`config.mk`:
```
export PLATFORM = sky130hd
export DESIGN_NAME = snap_capture_ctrl_flat
export DESIGN_NICKNAME = d
export VERILOG_FILES = /design/src/rtl/snap_pkg.sv /design/src/rtl/snap_capture_ctrl_if.sv /design/src/rtl/snap_addr_gen.sv /design/src/rtl/snap_capture_ctrl.sv /design/src/flat_wrapper.sv
export SDC_FILE = /design/constraint.sdc
export NUM_CORES = 1
export LEC_CHECK = 0
export ABC_AREA = 1
export CELL_PAD_IN_SITES_DETAIL_PLACEMENT = 1
export CELL_PAD_IN_SITES_GLOBAL_PLACEMENT = 1
export CORE_MARGIN = 2
export CORE_UTILIZATION = 41
export CTS_CLUSTER_SIZE = 28
export DETAILED_ROUTE_END_ITERATION = 8
export DONT_BUFFER_PORTS = 1
export HOLD_SLACK_MARGIN = 0.03
export PLACE_DENSITY = 0.83
export SLEW_MARGIN = 25
export SYNTH_ARGS = -nofsm -noshare
export SYNTH_HDL_FRONTEND = slang
export SYNTH_SLANG_ARGS = --single-unit
```
`constraint.sdc`:
```
create_clock -name user_clk -period 3.2 [get_ports user_clk]
set_input_delay 0.64 -clock user_clk [delete_from_list [all_inputs] [get_ports user_clk]]
set_output_delay 0.64 -clock user_clk [all_outputs]
set_load 0.005 [all_outputs]
```
`src/rtl/snap_pkg.sv`:
```
`default_nettype none
// ============================================================================
//  Module      : snap_pkg
//  Description : Shared types, sizing constants and the pre-trigger depth
//                clamp for the adcsnap0 capture controller.
//  Revision    : 1.0 - initial release
// ============================================================================
package snap_pkg;

    localparam int c_ADDR_W_DFLT = 10;
    localparam int c_DEPTH_DFLT  = 2 ** c_ADDR_W_DFLT;

    typedef enum logic [2:0] {
        ST_IDLE      = 3'd0,
        ST_PRE       = 3'd1,
        ST_WAIT_TRIG = 3'd2,
        ST_DELAY     = 3'd3,
        ST_CAPTURE   = 3'd4,
        ST_DONE      = 3'd5
    } state_e;

    // Negative offsets become a pre-trigger depth of min(-off, max_mag).
    // Operating on a 64-bit sign-extended value keeps -off exact even for the
    // most negative offset.
    function automatic logic [63:0] mag_clamp(input logic signed [63:0] off,
                                              input logic        [63:0] max_mag);
        logic [63:0] neg;
        neg = 64'(-off);
        if (!off[63]) begin
            return 64'd0;
        end
        return (neg > max_mag) ? max_mag : neg;
    endfunction

endpackage
`default_nettype wire

```
`src/rtl/snap_capture_ctrl_if.sv`:
```
`default_nettype none
// ============================================================================
//  Module      : snap_capture_ctrl_if
//  Description : Software, sample-stream and BRAM write signals of the
//                snapshot capture controller.
//  Revision    : 1.0 - initial release
// ============================================================================
interface snap_capture_ctrl_if
    import snap_pkg::*;
#(
    parameter int ADDR_W   = c_ADDR_W_DFLT,
    parameter int DATA_W   = 64,
    parameter int OFFSET_W = 32
);
    logic                arm;
    logic [OFFSET_W-1:0] trig_offset;
    logic                we_in;
    logic                trig;
    logic [DATA_W-1:0]   din;
    logic [ADDR_W-1:0]   bram_addr;
    logic [DATA_W-1:0]   bram_data;
    logic                bram_we;
    logic                armed;
    logic                done;
    logic [ADDR_W-1:0]   start_addr;

    modport master (
        output arm, trig_offset, we_in, trig, din,
        input  bram_addr, bram_data, bram_we, armed, done, start_addr
    );

    modport slave (
        input  arm, trig_offset, we_in, trig, din,
        output bram_addr, bram_data, bram_we, armed, done, start_addr
    );
endinterface
`default_nettype wire

```
`src/rtl/snap_addr_gen.sv`:
```
`default_nettype none
// ============================================================================
//  Module      : snap_addr_gen
//  Description : Wrapping BRAM write-address counter with a fill count that
//                saturates at the buffer depth.
//  Revision    : 1.0 - initial release
// ============================================================================
module snap_addr_gen
    import snap_pkg::*;
#(
    parameter int ADDR_W = c_ADDR_W_DFLT
) (
    input  logic              clk,
    input  logic              rst,
    input  logic              i_clr,
    input  logic              i_inc,
    output logic [ADDR_W-1:0] o_addr,
    output logic [ADDR_W:0]   o_fill
);

    localparam logic [ADDR_W:0] c_FULL = {1'b1, {ADDR_W{1'b0}}};

    logic [ADDR_W-1:0] addr_q, addr_d;
    logic [ADDR_W:0]   fill_q, fill_d;

    always_comb begin
        addr_d = addr_q;
        fill_d = fill_q;
        if (i_clr) begin
            addr_d = '0;
            fill_d = '0;
        end else if (i_inc) begin
            addr_d = addr_q + 1'b1;
            if (fill_q != c_FULL) begin
                fill_d = fill_q + 1'b1;
            end
        end
    end

    always_ff @(posedge clk) begin
        if (rst) begin
            addr_q <= '0;
            fill_q <= '0;
        end else begin
            addr_q <= addr_d;
            fill_q <= fill_d;
        end
    end

    assign o_addr = addr_q;
    assign o_fill = fill_q;

endmodule
`default_nettype wire

```
`src/rtl/snap_capture_ctrl.sv`:
```
`default_nettype none
// ============================================================================
//  Module      : snap_capture_ctrl
//  Description : adcsnap0 capture FSM - arms on a software strobe, qualifies
//                the trigger with a signed offset and fills the snapshot BRAM.
//  Revision    : 1.0 - initial release
// ============================================================================
module snap_capture_ctrl
    import snap_pkg::*;
#(
    parameter int ADDR_W   = c_ADDR_W_DFLT,
    parameter int DATA_W   = 64,
    parameter int OFFSET_W = 32
) (
    input  logic               user_clk,
    input  logic               user_rst,
    snap_capture_ctrl_if.slave bus
);

    localparam logic [ADDR_W-1:0] c_LAST = '1;

    state_e              state_q, state_d;
    logic                arm_prev_q, arm_prev_d;
    logic [OFFSET_W-1:0] off_q, off_d;
    logic [OFFSET_W-1:0] dly_q, dly_d;
    logic [ADDR_W-1:0]   mag_q, mag_d;
    logic [ADDR_W-1:0]   rem_q, rem_d;
    logic [ADDR_W-1:0]   start_q, start_d;
    logic                armed_q, armed_d;
    logic                done_q, done_d;
    logic                bram_we_q, bram_we_d;
    logic [ADDR_W-1:0]   bram_addr_q, bram_addr_d;
    logic [DATA_W-1:0]   bram_data_q, bram_data_d;

    logic                w_arm_ok;
    logic                w_wr;
    logic [ADDR_W-1:0]   w_addr;
    logic [ADDR_W:0]     w_fill;

    assign w_arm_ok = bus.arm && !arm_prev_q && (state_q == ST_IDLE || state_q == ST_DONE);

    snap_addr_gen #(.ADDR_W(ADDR_W)) u_addr_gen (
        .clk    (user_clk),
        .rst    (user_rst),
        .i_clr  (w_arm_ok),
        .i_inc  (w_wr),
        .o_addr (w_addr),
        .o_fill (w_fill)
    );

    always_comb begin
        state_d     = state_q;
        arm_prev_d  = bus.arm;
        off_d       = off_q;
        dly_d       = dly_q;
        mag_d       = mag_q;
        rem_d       = rem_q;
        start_d     = start_q;
        // armed/done follow the state one edge late so both flip together
        // on the edge after the final BRAM write.
        armed_d     = (state_q == ST_PRE) || (state_q == ST_WAIT_TRIG) ||
                      (state_q == ST_DELAY) || (state_q == ST_CAPTURE);
        done_d      = done_q || (state_q == ST_DONE);
        w_wr        = 1'b0;
        bram_we_d   = 1'b0;
        bram_addr_d = bram_addr_q;
        bram_data_d = bram_data_q;

        if (w_arm_ok) begin
            off_d   = bus.trig_offset;
            mag_d   = ADDR_W'(mag_clamp(64'(signed'(bus.trig_offset)), 64'(c_LAST)));
            dly_d   = '0;
            rem_d   = '0;
            start_d = '0;
            armed_d = 1'b1;
            done_d  = 1'b0;
            state_d = bus.trig_offset[OFFSET_W-1] ? ST_PRE : ST_WAIT_TRIG;
        end else if (bus.we_in) begin
            case (state_q)
                ST_WAIT_TRIG: begin
                    if (bus.trig) begin
                        if (off_q == '0) begin
                            w_wr    = 1'b1;
                            rem_d   = c_LAST;
                            state_d = ST_CAPTURE;
                        end else begin
                            dly_d   = off_q - 1'b1;
                            state_d = ST_DELAY;
                        end
                    end
                end
                ST_DELAY: begin
                    if (dly_q == '0) begin
                        w_wr    = 1'b1;
                        rem_d   = c_LAST;
                        state_d = ST_CAPTURE;
                    end else begin
                        dly_d = dly_q - 1'b1;
                    end
                end
                ST_PRE: begin
                    w_wr = 1'b1;
                    // w_fill counts writes before this sample
                    if (bus.trig && (w_fill >= {1'b0, mag_q})) begin
                        start_d = w_addr - mag_q;
                        rem_d   = c_LAST - mag_q;
                        state_d = (mag_q == c_LAST) ? ST_DONE : ST_CAPTURE;
                    end
                end
                ST_CAPTURE: begin
                    w_wr  = 1'b1;
                    rem_d = rem_q - 1'b1;
                    if (rem_q == ADDR_W'(1)) begin
                        state_d = ST_DONE;
                    end
                end
                default: ;
            endcase
        end

        if (w_wr) begin
            bram_we_d   = 1'b1;
            bram_addr_d = w_addr;
            bram_data_d = bus.din;
        end
    end

    always_ff @(posedge user_clk) begin
        if (user_rst) begin
            state_q     <= ST_IDLE;
            // Treat arm as already high so a level held through reset is not an edge.
            arm_prev_q  <= 1'b1;
            off_q       <= '0;
            dly_q       <= '0;
            mag_q       <= '0;
            rem_q       <= '0;
            start_q     <= '0;
            armed_q     <= 1'b0;
            done_q      <= 1'b0;
            bram_we_q   <= 1'b0;
            bram_addr_q <= '0;
            bram_data_q <= '0;
        end else begin
            state_q     <= state_d;
            arm_prev_q  <= arm_prev_d;
            off_q       <= off_d;
            dly_q       <= dly_d;
            mag_q       <= mag_d;
            rem_q       <= rem_d;
            start_q     <= start_d;
            armed_q     <= armed_d;
            done_q      <= done_d;
            bram_we_q   <= bram_we_d;
            bram_addr_q <= bram_addr_d;
            bram_data_q <= bram_data_d;
        end
    end

    assign bus.bram_we    = bram_we_q;
    assign bus.bram_addr  = bram_addr_q;
    assign bus.bram_data  = bram_data_q;
    assign bus.armed      = armed_q;
    assign bus.done       = done_q;
    assign bus.start_addr = start_q;

endmodule
`default_nettype wire

```
`src/flat_wrapper.sv`:
```
// flat-port wrapper written by rule: the top's interface ports become plain ports
module snap_capture_ctrl_flat import snap_pkg::*;
#(
    parameter int ADDR_W   = c_ADDR_W_DFLT,
    parameter int DATA_W   = 64,
    parameter int OFFSET_W = 32
)
  (user_clk, user_rst, bus_arm, bus_trig_offset, bus_we_in, bus_trig, bus_din, bus_bram_addr, bus_bram_data, bus_bram_we, bus_armed, bus_done, bus_start_addr);
  snap_capture_ctrl_if #(.ADDR_W(ADDR_W), .DATA_W(DATA_W), .OFFSET_W(OFFSET_W)) bus_i ();
  input  logic user_clk;
  input  logic user_rst;
  input wire logic [$bits(bus_i.arm)-1:0] bus_arm;
  input wire logic [$bits(bus_i.trig_offset)-1:0] bus_trig_offset;
  input wire logic [$bits(bus_i.we_in)-1:0] bus_we_in;
  input wire logic [$bits(bus_i.trig)-1:0] bus_trig;
  input wire logic [$bits(bus_i.din)-1:0] bus_din;
  output wire logic [$bits(bus_i.bram_addr)-1:0] bus_bram_addr;
  output wire logic [$bits(bus_i.bram_data)-1:0] bus_bram_data;
  output wire logic [$bits(bus_i.bram_we)-1:0] bus_bram_we;
  output wire logic [$bits(bus_i.armed)-1:0] bus_armed;
  output wire logic [$bits(bus_i.done)-1:0] bus_done;
  output wire logic [$bits(bus_i.start_addr)-1:0] bus_start_addr;
  assign bus_i.arm = bus_arm;
  assign bus_i.trig_offset = bus_trig_offset;
  assign bus_i.we_in = bus_we_in;
  assign bus_i.trig = bus_trig;
  assign bus_i.din = bus_din;
  assign bus_bram_addr = bus_i.bram_addr;
  assign bus_bram_data = bus_i.bram_data;
  assign bus_bram_we = bus_i.bram_we;
  assign bus_armed = bus_i.armed;
  assign bus_done = bus_i.done;
  assign bus_start_addr = bus_i.start_addr;
  snap_capture_ctrl #(.ADDR_W(ADDR_W), .DATA_W(DATA_W), .OFFSET_W(OFFSET_W)) u_core (.user_clk(user_clk), .user_rst(user_rst), .bus(bus_i));
endmodule
```
==> run summary, run 1 <==
POWER
----------------------------------------------------------------------------------------------------
P_sw                                                                                         4.47 mW
Leakage power of the design                                                                  5.06 nW
Net Sw Frac                                                                                    0.458
Power share of the clock group                                                                 0.236
Part of the total power dissipated in combinational logic                                      0.429
Maximum VDD drop                                                                            0.325 mV
Share of power burned in registers                                                             0.336
Power Density                                                                            819 nW/um^2
Internal cell power                                                                          5.28 mW

STA
----------------------------------------------------------------------------------------------------
Setup TNS after final layout                                                                    0 ns
Final period utilization                                                                       0.836
Endpoints failing setup                                                                            0
Setup repair after global routing missed its margin                                               no
Worst slew slack as a fraction of its limit                                                    0.541
Setup clock skew after layout                                                              0.0208 ns
Max Freq                                                                                     374 MHz
Number of slew-limit violations in the final report                                                0
Worst-margin pin slew                                                                       0.686 ns
Post-layout minimum cycle time                                                               2.68 ns
Final number of hold-violating endpoints                                                           0

CRITICAL PATH
----------------------------------------------------------------------------------------------------
Critical path's most frequent cell                                                      sky130_fd_sc_hd__nand2_1
Cell family with most CP delay                                                          simple AND/OR/NAND/NOR gates
Max Fanout on Critical Path                                                                       10
Largest stage delay on the critical path                                                     0.35 ns
Launching point of the worst reg2reg path                                               u_core.state_q[1]
WP buf/inv                                                                                         2
Cell Chain, Critical Path                                                               nor2_1 > nand2_1 > nor2_1 > nand2_1 > nor2_1 > inv_1 > ha_1 > inv_1 > nor2_1 > nand2_1 > nor2_1 > nand2_1 > nor2_1 > nand2_1 > nor2_2 > nand3_1 > nand2_1 > nand2_1
R2R Setup Slk                                                                                0.57 ns
WP data arrival                                                                              3.02 ns
Class of the most critical setup path                                                         in2reg
Cell at the slowest stage of the critical path                                          sky130_fd_sc_hd__nor2_2
Launching element of the worst setup path                                               bus_trig_offset[11]
Worst path required time                                                                     3.54 ns
Kind of launch point of the worst setup path                                            primary input
Worst Setup End Kind                                                                            flop

FINISH
----------------------------------------------------------------------------------------------------
Commonest cells after routing, fill and taps aside                                      sky130_fd_sc_hd__nand2_1 (471), sky130_fd_sc_hd__dfxtp_1 (196), sky130_fd_sc_hd__inv_1 (195), sky130_fd_sc_hd__a21oi_1 (184), sky130_fd_sc_hd__nor2_1 (176)
Most common library cell in the layout ignoring fill and taps                           sky130_fd_sc_hd__nand2_1
Relative area change from synthesis to final layout                                            7.84%
Antenna Cells                                                                                      0
Utilization after layout                                                                       0.446
Final nets                                                                                      1799
Final Non-Filler Cells                                                                          2024
Layout cell share with drive strength beyond 1                                                0.0630

LOGIC SYNTHESIS
----------------------------------------------------------------------------------------------------
Async set-or-reset flop fraction in the synthesized netlist                                        0
Warnings from Yosys                                                                                0
Post-Syn Instances                                                                              1700
Syn avg cell area                                                                          6.49 um^2
Synthesized Nets                                                                                1829
Count of flip-flops with a built-in enable after synthesis                                         0
Top_reg_cell synth                                                                      sky130_fd_sc_hd__dfxtp_1
Cell area after synthesis                                                                 11000 um^2
Total of flip-flops plus latches after synthesis                                                 196
Share of the yosys chip area belonging to registers                                            0.355
Number of distinct library cells after synthesis                                                  42

CTS
----------------------------------------------------------------------------------------------------
Number of post-CTS setup repair buffers                                                            0
Clock-pin slew reported for the worst setup and hold paths after clock tree synthesis        0.09 ns
Root cell of the clock tree                                                             sky130_fd_sc_hd__clkbuf_16
Max Root-Sink Buffers                                                                              2
TritonCTS clock tree                                                                           built
H-tree depth                                                                                       4
Clock buffer count from CTS                                                                       17
Number of hold buffers added after CTS                                                             0
Num Clock Sinks                                                                                  196
Clock latency on the worst-skew pair                                                         0.46 ns
Resize count post-CTS                                                                              0

ROUTE
----------------------------------------------------------------------------------------------------
Total detailed-routing wirelength                                                           35900 um
Via count                                                                                      11000
DRC violations left                                                                                0
Post-route antenna net violation count                                                             0
Mean routed wirelength per cell                                                              17.7 um
Pre-antenna DRT Iters                                                                              5
Via/cell ratio                                                                                  5.43
Detailed Route Iter0 Violations                                                                  614

GLOBAL ROUTE
----------------------------------------------------------------------------------------------------
Pin count of the biggest net entering global routing                                              83
Initial antenna violation count                                                                    0
GRT Overall Usage                                                                              0.250
Number of global-route vias before repair                                                      11200
Grt ovf                                                                                            0
First-pass GRT wire length                                                                  57400 um

FLOORPLANNING
----------------------------------------------------------------------------------------------------
Total Die Area                                                                            28300 um^2
Area of the placeable core                                                                26700 um^2
Vertical die dimension                                                                        168 um
Number of standard-cell rows in the floorplan                                                     60
Width of the die                                                                              168 um
I/O pin count                                                                                    188
Initial Util                                                                                   0.413

RUN
----------------------------------------------------------------------------------------------------
Number of maximum-capacitance violations                                                           0

PLACEMENT
----------------------------------------------------------------------------------------------------
Port Buf Inserts                                                                                   0
Half-perimeter wire length of the detailed placement result                                 26400 um
Post-placement cell count                                                                       1992
Final GP Congestion                                                                            0.964

MIN PATH
----------------------------------------------------------------------------------------------------
Hold WC Path Type                                                                             in2reg
Start point of the worst hold path                                                          user_rst

RUN STATUS
----------------------------------------------------------------------------------------------------
Outcome                                                                                 finished, final reports clean

[per-layer routing]
metal	track usage	up-vias	part of all wire
li1	-	5393	-
met1	0.298	5266	0.42
met2	0.451	252	0.51
met3	0.0425	75	0.039
met4	0.0948	0	0.032
met5	0	-	0
[power by group through the flow]
stage,combinational (mW),sequential (mW),clock (mW)
after floorplan,3.22,3.21,0
after global placement,3.97,3.31,0
after detailed placement,4.11,3.33,0
after CTS,4.19,3.27,2.34
after global routing,4.70,3.33,2.44
final,4.18,3.27,2.30
[area by class of cell]
type	count	area (um^2)
Clock buffer	17	425
Clock inverter	15	216
Fill cell	3558	14800
Inverter	204	766
Multi-Input combinational cell	1235	6030
Sequential cell	196	3920
Tap cell	341	427
Timing Repair Buffer	16	120
[logic make-up after synthesis]
| group | Yosys count | share of synthesized area |
|---|---|---|
| adders and majority gates | 28 | 0.0324 |
| AOI/OAI and AO/OA | 327 | 0.160 |
| xor gates and xnor gates | 39 | 0.0309 |
| buffers and inverters | 269 | 0.100 |
| DFF | 196 | 0.355 |
| and+or+nand+nor | 841 | 0.321 |
[synthesized netlist by cell type, drive strengths merged, types with 2 or more instances]
| cell | count | share of area |
|---|---|---|
| nand4 | 36 | 0.020 |
| clkbuf | 33 | 0.011 |
| inv | 204 | 0.069 |
| o21a | 3 | 0.0020 |
| nor4 | 7 | 0.0040 |
| a21o | 2 | 0.0014 |
| ha | 27 | 0.031 |
| buf | 32 | 0.019 |
| nand3 | 96 | 0.044 |
| dfxtp | 196 | 0.36 |
| o211ai | 5 | 0.0034 |
| o21ai | 122 | 0.062 |
| a21oi | 185 | 0.085 |
| nand3b | 8 | 0.0054 |
| xnor2 | 10 | 0.0079 |
| o21bai | 2 | 0.0014 |
| nor3 | 19 | 0.0086 |
| a31oi | 5 | 0.0028 |
| nor2 | 194 | 0.072 |
| nand2 | 477 | 0.16 |
| xor2 | 29 | 0.023 |
[path summary, 6_finish.rpt]
| path | endpoint | depth (start not counted) |
|---|---|---|
| worst min register to register | u_core.mag_q[7] | 2 |
| worst min-delay path | u_core.bus.bram_data[51] | 1 |
| worst max register to register | u_core.dly_q[23] | 14 |
| worst max-delay path | u_core.mag_q[0] | 18 |
[state kept, by name, summed over array words and instances (netlist names)]
signal and flops:
u_core.arm_prev_q 1, u_core.bus.armed 1, u_core.bus.bram_addr 10, u_core.bus.bram_data 64
u_core.bus.bram_we 1, u_core.bus.done 1, u_core.bus.start_addr 10, u_core.dly_q 32
u_core.mag_q 10, u_core.off_q 32, u_core.rem_q 10, u_core.state_q 3
u_core.u_addr_gen.o_addr 10, u_core.u_addr_gen.o_fill 11
[per-stage QoR]
stage          cell area [um^2]  hold slack (ns)  setup slack, ns  total power [mW]
6_report                  11900            0.239            0.524              9.75
5_1_grt                   11900            0.223            0.259              10.5
4_1_cts                   11900            0.225            0.520              9.80
3_5_place_dp              11300            0.455            0.248              7.44
3_3_place_gp              11300            0.449            0.373              7.28
2_1_floorplan             11000            0.426            0.544              6.44
(Power assumes the default switching activity.)
==> run 2, diff against run 1 <==
Clock period 3.2 ns to 2.6 ns, I/O delays scaled along.
==> run 2 against run 1 <==
Effect of this change: register-to-register slack worse by 0.39 ns; first-iteration DRC count up 2.3%; final cell count up 1.1%; highest routed layer unchanged.
==> run summary, run 2 (same netlist as run 1, synthesis figures left out) <==
CTS
----------------------------------------------------------------------------------------------------
Resize count post-CTS                                                                              0   unchanged
Root cell of the clock tree                                                             sky130_fd_sc_hd__clkbuf_16
TritonCTS clock tree                                                                           built
Max Root-Sink Buffers                                                                              2   unchanged
Clock latency on the worst-skew pair                                                         0.46 ns   about the same
H-tree depth                                                                                       4   unchanged
Clock buffer count from CTS                                                                       17   unchanged
Number of hold buffers added after CTS                                                             0   unchanged
Clock-pin slew reported for the worst setup and hold paths after clock tree synthesis        0.09 ns   about the same
Number of post-CTS setup repair buffers                                                            0   unchanged
Num Clock Sinks                                                                                  196   unchanged

ROUTE
----------------------------------------------------------------------------------------------------
Total detailed-routing wirelength                                                           36800 um   +2.3%
Via/cell ratio                                                                                  5.43   about the same
Detailed Route Iter0 Violations                                                                  628   +2.3%
Post-route antenna net violation count                                                             0   unchanged
Mean routed wirelength per cell                                                              18.0 um   +1.2%
DRC violations left                                                                                0   unchanged
Via count                                                                                      11100   +1.1%
Pre-antenna DRT Iters                                                                              5   unchanged

FINISH
----------------------------------------------------------------------------------------------------
Most common library cell in the layout ignoring fill and taps                           sky130_fd_sc_hd__nand2_1
Layout cell share with drive strength beyond 1                                                0.0780   +0.0150
Relative area change from synthesis to final layout                                            10.3%
Max FFs per register                                                                              64   unchanged
Filler Cells Inserted                                                                           3570   +0.34%
Final nets                                                                                      1822   +1.3%
Antenna Cells                                                                                      0   unchanged
Utilization after layout                                                                       0.456   +0.0100
Commonest cells after routing, fill and taps aside                                      sky130_fd_sc_hd__nand2_1 (471), sky130_fd_sc_hd__dfxtp_1 (196), sky130_fd_sc_hd__inv_1 (194), sky130_fd_sc_hd__a21oi_1 (184), sky130_fd_sc_hd__nor2_1 (175)
Final Non-Filler Cells                                                                          2047   +1.1%

MIN PATH
----------------------------------------------------------------------------------------------------
Endpoint of the worst hold path                                                         u_core.bus.bram_data[23]
Start point of the worst hold path                                                          user_rst
Hold WC Path Type                                                                             in2reg
Worst Hold Depth                                                                                   1   unchanged

CRITICAL PATH
----------------------------------------------------------------------------------------------------
Largest stage delay on the critical path                                                     0.33 ns   -0.02 ns
Cell family with most CP delay                                                          simple AND/OR/NAND/NOR gates
Worst reg-to-reg path cell count                                                                   8   -6
Class of the most critical setup path                                                        reg2reg
Cell Chain, Critical Path                                                               nor4_1 > nand3_1 > o21ai_2 > nand3_4 > clkinv_2 > buf_12 > nand2_1 > a21oi_1
Kind of launch point of the worst setup path                                                    flop
WP data arrival                                                                              2.76 ns   -0.26 ns
WP buf/inv                                                                                         2   unchanged
Critical R2R Capture                                                                    u_core.bus.bram_data[35]
Max Fanout on Critical Path                                                                       55   +45
Launching point of the worst reg2reg path                                               u_core.off_q[27]
R2R Setup Slk                                                                                0.18 ns   -0.39 ns
Worst path required time                                                                     2.94 ns   -0.60 ns
Worst Setup End Kind                                                                            flop
Cell at the slowest stage of the critical path                                          sky130_fd_sc_hd__dfxtp_1

STA
----------------------------------------------------------------------------------------------------
Worst-margin pin slew                                                                       0.632 ns   -0.0540 ns
Setup TNS after final layout                                                                    0 ns   unchanged
Worst slew slack as a fraction of its limit                                                    0.577   +0.0361
Max Freq                                                                                     413 MHz
Final period utilization                                                                       0.930
Number of slew-limit violations in the final report                                                0   unchanged
Endpoints failing setup                                                                            0   unchanged
Setup clock skew after layout                                                              0.0168 ns   -0.00403 ns
Final number of hold-violating endpoints                                                           0   unchanged
Setup repair after global routing missed its margin                                               no
Post-layout minimum cycle time                                                               2.42 ns

POWER
----------------------------------------------------------------------------------------------------
Power Density                                                                           1010 nW/um^2   +23%
Maximum VDD drop                                                                            0.611 mV   +88%
Leakage power of the design                                                                  5.21 nW   +2.8%
Total power                                                                                  12.3 mW   +26%

GLOBAL ROUTE
----------------------------------------------------------------------------------------------------
Grt ovf                                                                                            0   unchanged
Global-route met3 utilization                                                                 0.0475   +0.00494
Initial antenna violation count                                                                    0   unchanged
Number of global-route vias before repair                                                      11400   +1.5%
First-pass GRT wire length                                                                  58900 um   +2.5%
Pin count of the biggest net entering global routing                                              88   +6.0%
GRT met1 Usage                                                                                 0.309   +0.0110
M2 GR Usage                                                                                    0.464   +0.0129
Highest-utilization routing layer at the global route stage                                     met2
GRT Overall Usage                                                                              0.257   +0.00703

FLOORPLANNING
----------------------------------------------------------------------------------------------------
I/O pin count                                                                                    188   unchanged
Width of the die                                                                              168 um   unchanged
Vertical die dimension                                                                        168 um   unchanged
Initial Util                                                                                   0.413   unchanged
Number of standard-cell rows in the floorplan                                                     60   unchanged
Area of the placeable core                                                                26700 um^2   unchanged
Total Die Area                                                                            28300 um^2   unchanged

PLACEMENT
----------------------------------------------------------------------------------------------------
Final GP Congestion                                                                            0.900   -6.6%
Post-placement cell count                                                                       2015   +1.2%
Port Buf Inserts                                                                                   0   unchanged
Half-perimeter wire length of the detailed placement result                                 27400 um   +3.5%

RUN
----------------------------------------------------------------------------------------------------
Number of maximum-capacitance violations                                                           0   unchanged

RUN STATUS
----------------------------------------------------------------------------------------------------
Outcome                                                                                 finished, final reports clean

[run 2: cell types whose count changed in the layout (fill, tap and decap cells not counted), sizes merged]
cell      before  now
inv          211  212
buf           16   39
clkinv         7    5
clkinvlp       1    2
[run 2: how the worst max path moves through the flow]
stage | start | to | slack (ns) | cells past startpoint
floorplan | bus_trig_offset[1] | u_core.mag_q[0] | 0.06 | 18
global placement | bus_trig_offset[19] | u_core.mag_q[3] | 0.05 | 19
detailed placement | bus_trig_offset[19] | u_core.mag_q[6] | -0.04 | 19
CTS | u_core.off_q[27] | u_core.bus.bram_data[35] | 0.12 | 8
global route | u_core.state_q[2] | u_core.dly_q[29] | 0.002 | 14
finish | u_core.off_q[27] | u_core.bus.bram_data[35] | 0.18 | 8
[run 2: metrics by stage]
step                      setup WS, ns  cell area [um^2]  hold WS [ns]
final                            0.181             12200         0.122
after global routing           0.00205             12200        0.0964
after CTS                        0.116             12200         0.109
after detailed placement       -0.0414             11500         0.470
after global placement          0.0502             11500         0.447
after floorplan                 0.0644             11000         0.426
[run 2: power breakdown]
group / total, mW / internal [mW] / switching, mW
Combinational: 5.36 / 1.72 / 3.64
Sequential: 4.03 / 3.57 / 0.463
Clock: 2.87 / 1.35 / 1.52
[run 2: area by class of cell]
| class | count | area [um^2] | share of cell area |
|---|---|---|---|
| multi-input cells | 1235 | 6040 | 0.496 |
| clock inverters | 15 | 209 | 0.0172 |
| inverters | 204 | 771 | 0.0633 |
| well taps | 341 | 427 | 0.0350 |
| repair buffers | 39 | 380 | 0.0312 |
| flip-flops and latches | 196 | 3920 | 0.322 |
| clock buffers | 17 | 425 | 0.0349 |
[run 2: routing by layer]
| layer | part of all wire | vias up |
|---|---|---|
| met5 | 0 | - |
| met4 | 0.025 | 0 |
| met3 | 0.043 | 63 |
| met2 | 0.51 | 233 |
| met1 | 0.42 | 5347 |
| li1 | - | 5467 |
==> run 3, diff against run 2 <==
Settings changed: CORE_MARGIN 2 to 3, SLEW_MARGIN 25 to 20.
==> run 3 against run 2 <==
Effect of this change: first-iteration DRC count is 1.9% lower; cell area is 0.16% higher; register-to-register slack better by 0.03 ns; clock power is 2% higher; sequential power hardly changed; global-route usage is 0.86 points lower; setup slack better by 0.031 ns; hold slack better by 0.0022 ns; critical path depth is 4 higher; core utilization is 0.85 points higher; sequential share of layout area is 0.053 points lower; routed wire length is 2.1% higher; critical endpoint is now u_core.state_q[1]; highest routed layer unchanged.
==> run summary, run 3 (same netlist as run 1, synthesis figures left out) <==
GLOBAL ROUTE
----------------------------------------------------------------------------------------------------
First-pass GRT wire length                                                                  58200 um   -1.2%
Pin count of the biggest net entering global routing                                              83   -5.7%
Initial antenna violation count                                                                    0   unchanged
Number of global-route vias before repair                                                      11500   +1.4%
Grt ovf                                                                                            0   unchanged
GRT Overall Usage                                                                              0.249   -0.00864

CTS
----------------------------------------------------------------------------------------------------
Root cell of the clock tree                                                             sky130_fd_sc_hd__clkbuf_16
Max Root-Sink Buffers                                                                              2   unchanged
Num Clock Sinks                                                                                  196   unchanged
Clock-pin slew reported for the worst setup and hold paths after clock tree synthesis        0.09 ns   about the same
Clock latency on the worst-skew pair                                                         0.46 ns   about the same
TritonCTS clock tree                                                                           built
Clock buffer count from CTS                                                                       17   unchanged
H-tree depth                                                                                       4   unchanged
Number of hold buffers added after CTS                                                             0   unchanged

CRITICAL PATH
----------------------------------------------------------------------------------------------------
Class of the most critical setup path                                                        reg2reg
Kind of launch point of the worst setup path                                                    flop
Launching point of the worst reg2reg path                                               u_core.mag_q[3]
Worst reg-to-reg path cell count                                                                  12   +4
Worst path required time                                                                     2.95 ns   about the same
Max Fanout on Critical Path                                                                        4   -93%
WP data arrival                                                                              2.74 ns   -0.02 ns
R2R Setup Slk                                                                                0.21 ns   +0.03 ns
Critical R2R Capture                                                                    u_core.state_q[1]
Worst Setup End Kind                                                                            flop

FINISH
----------------------------------------------------------------------------------------------------
Final nets                                                                                      1829   +0.38%
Max FFs per register                                                                              64   unchanged
Commonest cells after routing, fill and taps aside                                      sky130_fd_sc_hd__nand2_1 (471), sky130_fd_sc_hd__dfxtp_1 (196), sky130_fd_sc_hd__inv_1 (194), sky130_fd_sc_hd__a21oi_1 (184), sky130_fd_sc_hd__nor2_1 (176)
Layout cell share with drive strength beyond 1                                                0.0811   +0.00318
Relative area change from synthesis to final layout                                            10.4%
Filler Cells Inserted                                                                           3529   -1.1%
Most common library cell in the layout ignoring fill and taps                           sky130_fd_sc_hd__nand2_1
Antenna Cells                                                                                      0   unchanged

ROUTE
----------------------------------------------------------------------------------------------------
Post-route antenna net violation count                                                             0   unchanged
DRC violations left                                                                                0   unchanged
Via/cell ratio                                                                                  5.45   +0.50%
Detail Route met2 WL                                                                        18900 um   +0.47%
Detailed route wirelength on metal3                                                          1630 um   +3.9%
Uppermost metal layer occupied by signal nets                                                   met4
Routed length on met1                                                                       15700 um   +1.7%
Detailed Route Iter0 Violations                                                                  616   -1.9%
Mean routed wirelength per cell                                                              18.3 um   +2.1%
Pre-antenna DRT Iters                                                                              5   unchanged
Total detailed-routing wirelength                                                           37500 um   +2.1%
Via count                                                                                      11200   +0.55%

STA
----------------------------------------------------------------------------------------------------
Number of slew-limit violations in the final report                                                0   unchanged
Max Freq                                                                                     419 MHz   +1.3%
Post-layout minimum cycle time                                                               2.39 ns   -0.0308 ns
Setup TNS after final layout                                                                    0 ns   unchanged
Setup clock skew after layout                                                              0.0147 ns   -0.00203 ns
Worst slew slack as a fraction of its limit                                                    0.530   -0.0470
Final number of hold-violating endpoints                                                           0   unchanged
Endpoints failing setup                                                                            0   unchanged
Final period utilization                                                                       0.919   -0.0118
WHS                                                                                         0.125 ns   +0.00221 ns
Setup repair after global routing missed its margin                                               no
Worst-margin pin slew                                                                       0.702 ns   +0.0702 ns

MIN PATH
----------------------------------------------------------------------------------------------------
Endpoint of the worst hold path                                                         u_core.bus.bram_data[27]
Worst Hold Depth                                                                                   1   unchanged
Hold WC Path Type                                                                             in2reg
Start point of the worst hold path                                                          user_rst

FLOORPLANNING
----------------------------------------------------------------------------------------------------
Area of the placeable core                                                                26300 um^2   -1.7%
I/O pin count                                                                                    188   unchanged
Width of the die                                                                              170 um   +1.2%
Number of standard-cell rows in the floorplan                                                     59   -1.7%
Total Die Area                                                                            28900 um^2   +2.4%
Vertical die dimension                                                                        170 um   +1.2%
Initial Util                                                                                   0.420   +0.00700

POWER
----------------------------------------------------------------------------------------------------
Leakage power of the design                                                                  5.22 nW   +0.20%
Power Density                                                                           1010 nW/um^2   about the same
Maximum VDD drop                                                                            0.446 mV   -27%

RUN STATUS
----------------------------------------------------------------------------------------------------
Outcome                                                                                 finished, final reports clean

PLACEMENT
----------------------------------------------------------------------------------------------------
Half-perimeter wire length of the detailed placement result                                 27900 um   +2.0%
Port Buf Inserts                                                                                   0   unchanged
Final GP Congestion                                                                            0.908   +0.94%

RUN
----------------------------------------------------------------------------------------------------
Number of maximum-capacitance violations                                                           0   unchanged

run 3: cell types whose count changed in the layout (fill, tap and decap cells not counted), sizes merged:
| cell | change |
|---|---|
| buf | +6 |
| inv | +1 |
run 3: timing repair:
item,4_1_cts,5_1_grt
endpoints found under the hold margin,0,0
endpoints found under the setup margin,0,16
buffers inserted,0,2
gates resized for setup,0,5
run 3: worst max path at each step:
stage | slack (ns) | from | endpoint
finish | 0.21 | u_core.mag_q[3] | u_core.state_q[1]
global route | 0.02 | u_core.state_q[1] | u_core.dly_q[26]
CTS | 0.04 | u_core.mag_q[3] | u_core.bus.start_addr[1]
detailed placement | -0.02 | bus_trig_offset[19] | u_core.mag_q[2]
global placement | 0.04 | bus_trig_offset[19] | u_core.mag_q[3]
floorplan | 0.06 | bus_trig_offset[1] | u_core.mag_q[0]
run 3: worst max-delay path, stage by stage, from the launching register on:
cell and delay, ns:
sky130_fd_sc_hd__dfxtp_1 0.44, sky130_fd_sc_hd__inv_1 0.15, sky130_fd_sc_hd__ha_1 0.32, sky130_fd_sc_hd__nand2_1 0.07
sky130_fd_sc_hd__nor3_1 0.29, sky130_fd_sc_hd__nand3b_1 0.16, sky130_fd_sc_hd__nand4_1 0.14, sky130_fd_sc_hd__nand2_1 0.13
sky130_fd_sc_hd__nand2_1 0.12, sky130_fd_sc_hd__nand2_1 0.12, sky130_fd_sc_hd__nand2_1 0.15, sky130_fd_sc_hd__o21a_1 0.14
sky130_fd_sc_hd__nor2_1 0.04
run 3: routing by layer:
| metal | track usage | vias up |
|---|---|---|
| met1 | 0.289 | 5388 |
| met2 | 0.447 | 238 |
| met5 | 0 | - |
| li1 | - | 5466 |
| met3 | 0.0476 | 79 |
| met4 | 0.104 | 0 |
run 3: layout make-up:
class	count	area [um^2]	share of cell area
Multi-Input combinational cell	1235	6050	0.496
Sequential cell	196	3920	0.322
Inverter	204	769	0.0631
Clock buffer	17	425	0.0349
Tap cell	335	419	0.0344
Timing Repair Buffer	45	375	0.0308
Clock inverter	15	228	0.0187
Timing Repair inverter	1	7.51	0.000616
run 3: per-stage QoR:
stage / std cells / util / worst slack [ns] / area [um^2] / total power, mW
after floorplan: 1700 / - / 0.0644 / 11000 / 7.92
after global placement: 2013 / 0.437 / 0.0448 / 11500 / 9.06
after detailed placement: 2013 / 0.437 / -0.0215 / 11500 / 9.27
after CTS: 2045 / 0.462 / 0.0370 / 12200 / 12.3
after global routing: 2048 / 0.464 / 0.0213 / 12200 / 13.1
final: 2048 / 0.464 / 0.212 / 12200 / 12.3
run 3: where the power goes:
group	total [mW]	internal (mW)	switching, mW
clock	2.93	1.37	1.56
sequential	4.04	3.57	0.469
combinational	5.31	1.68	3.63
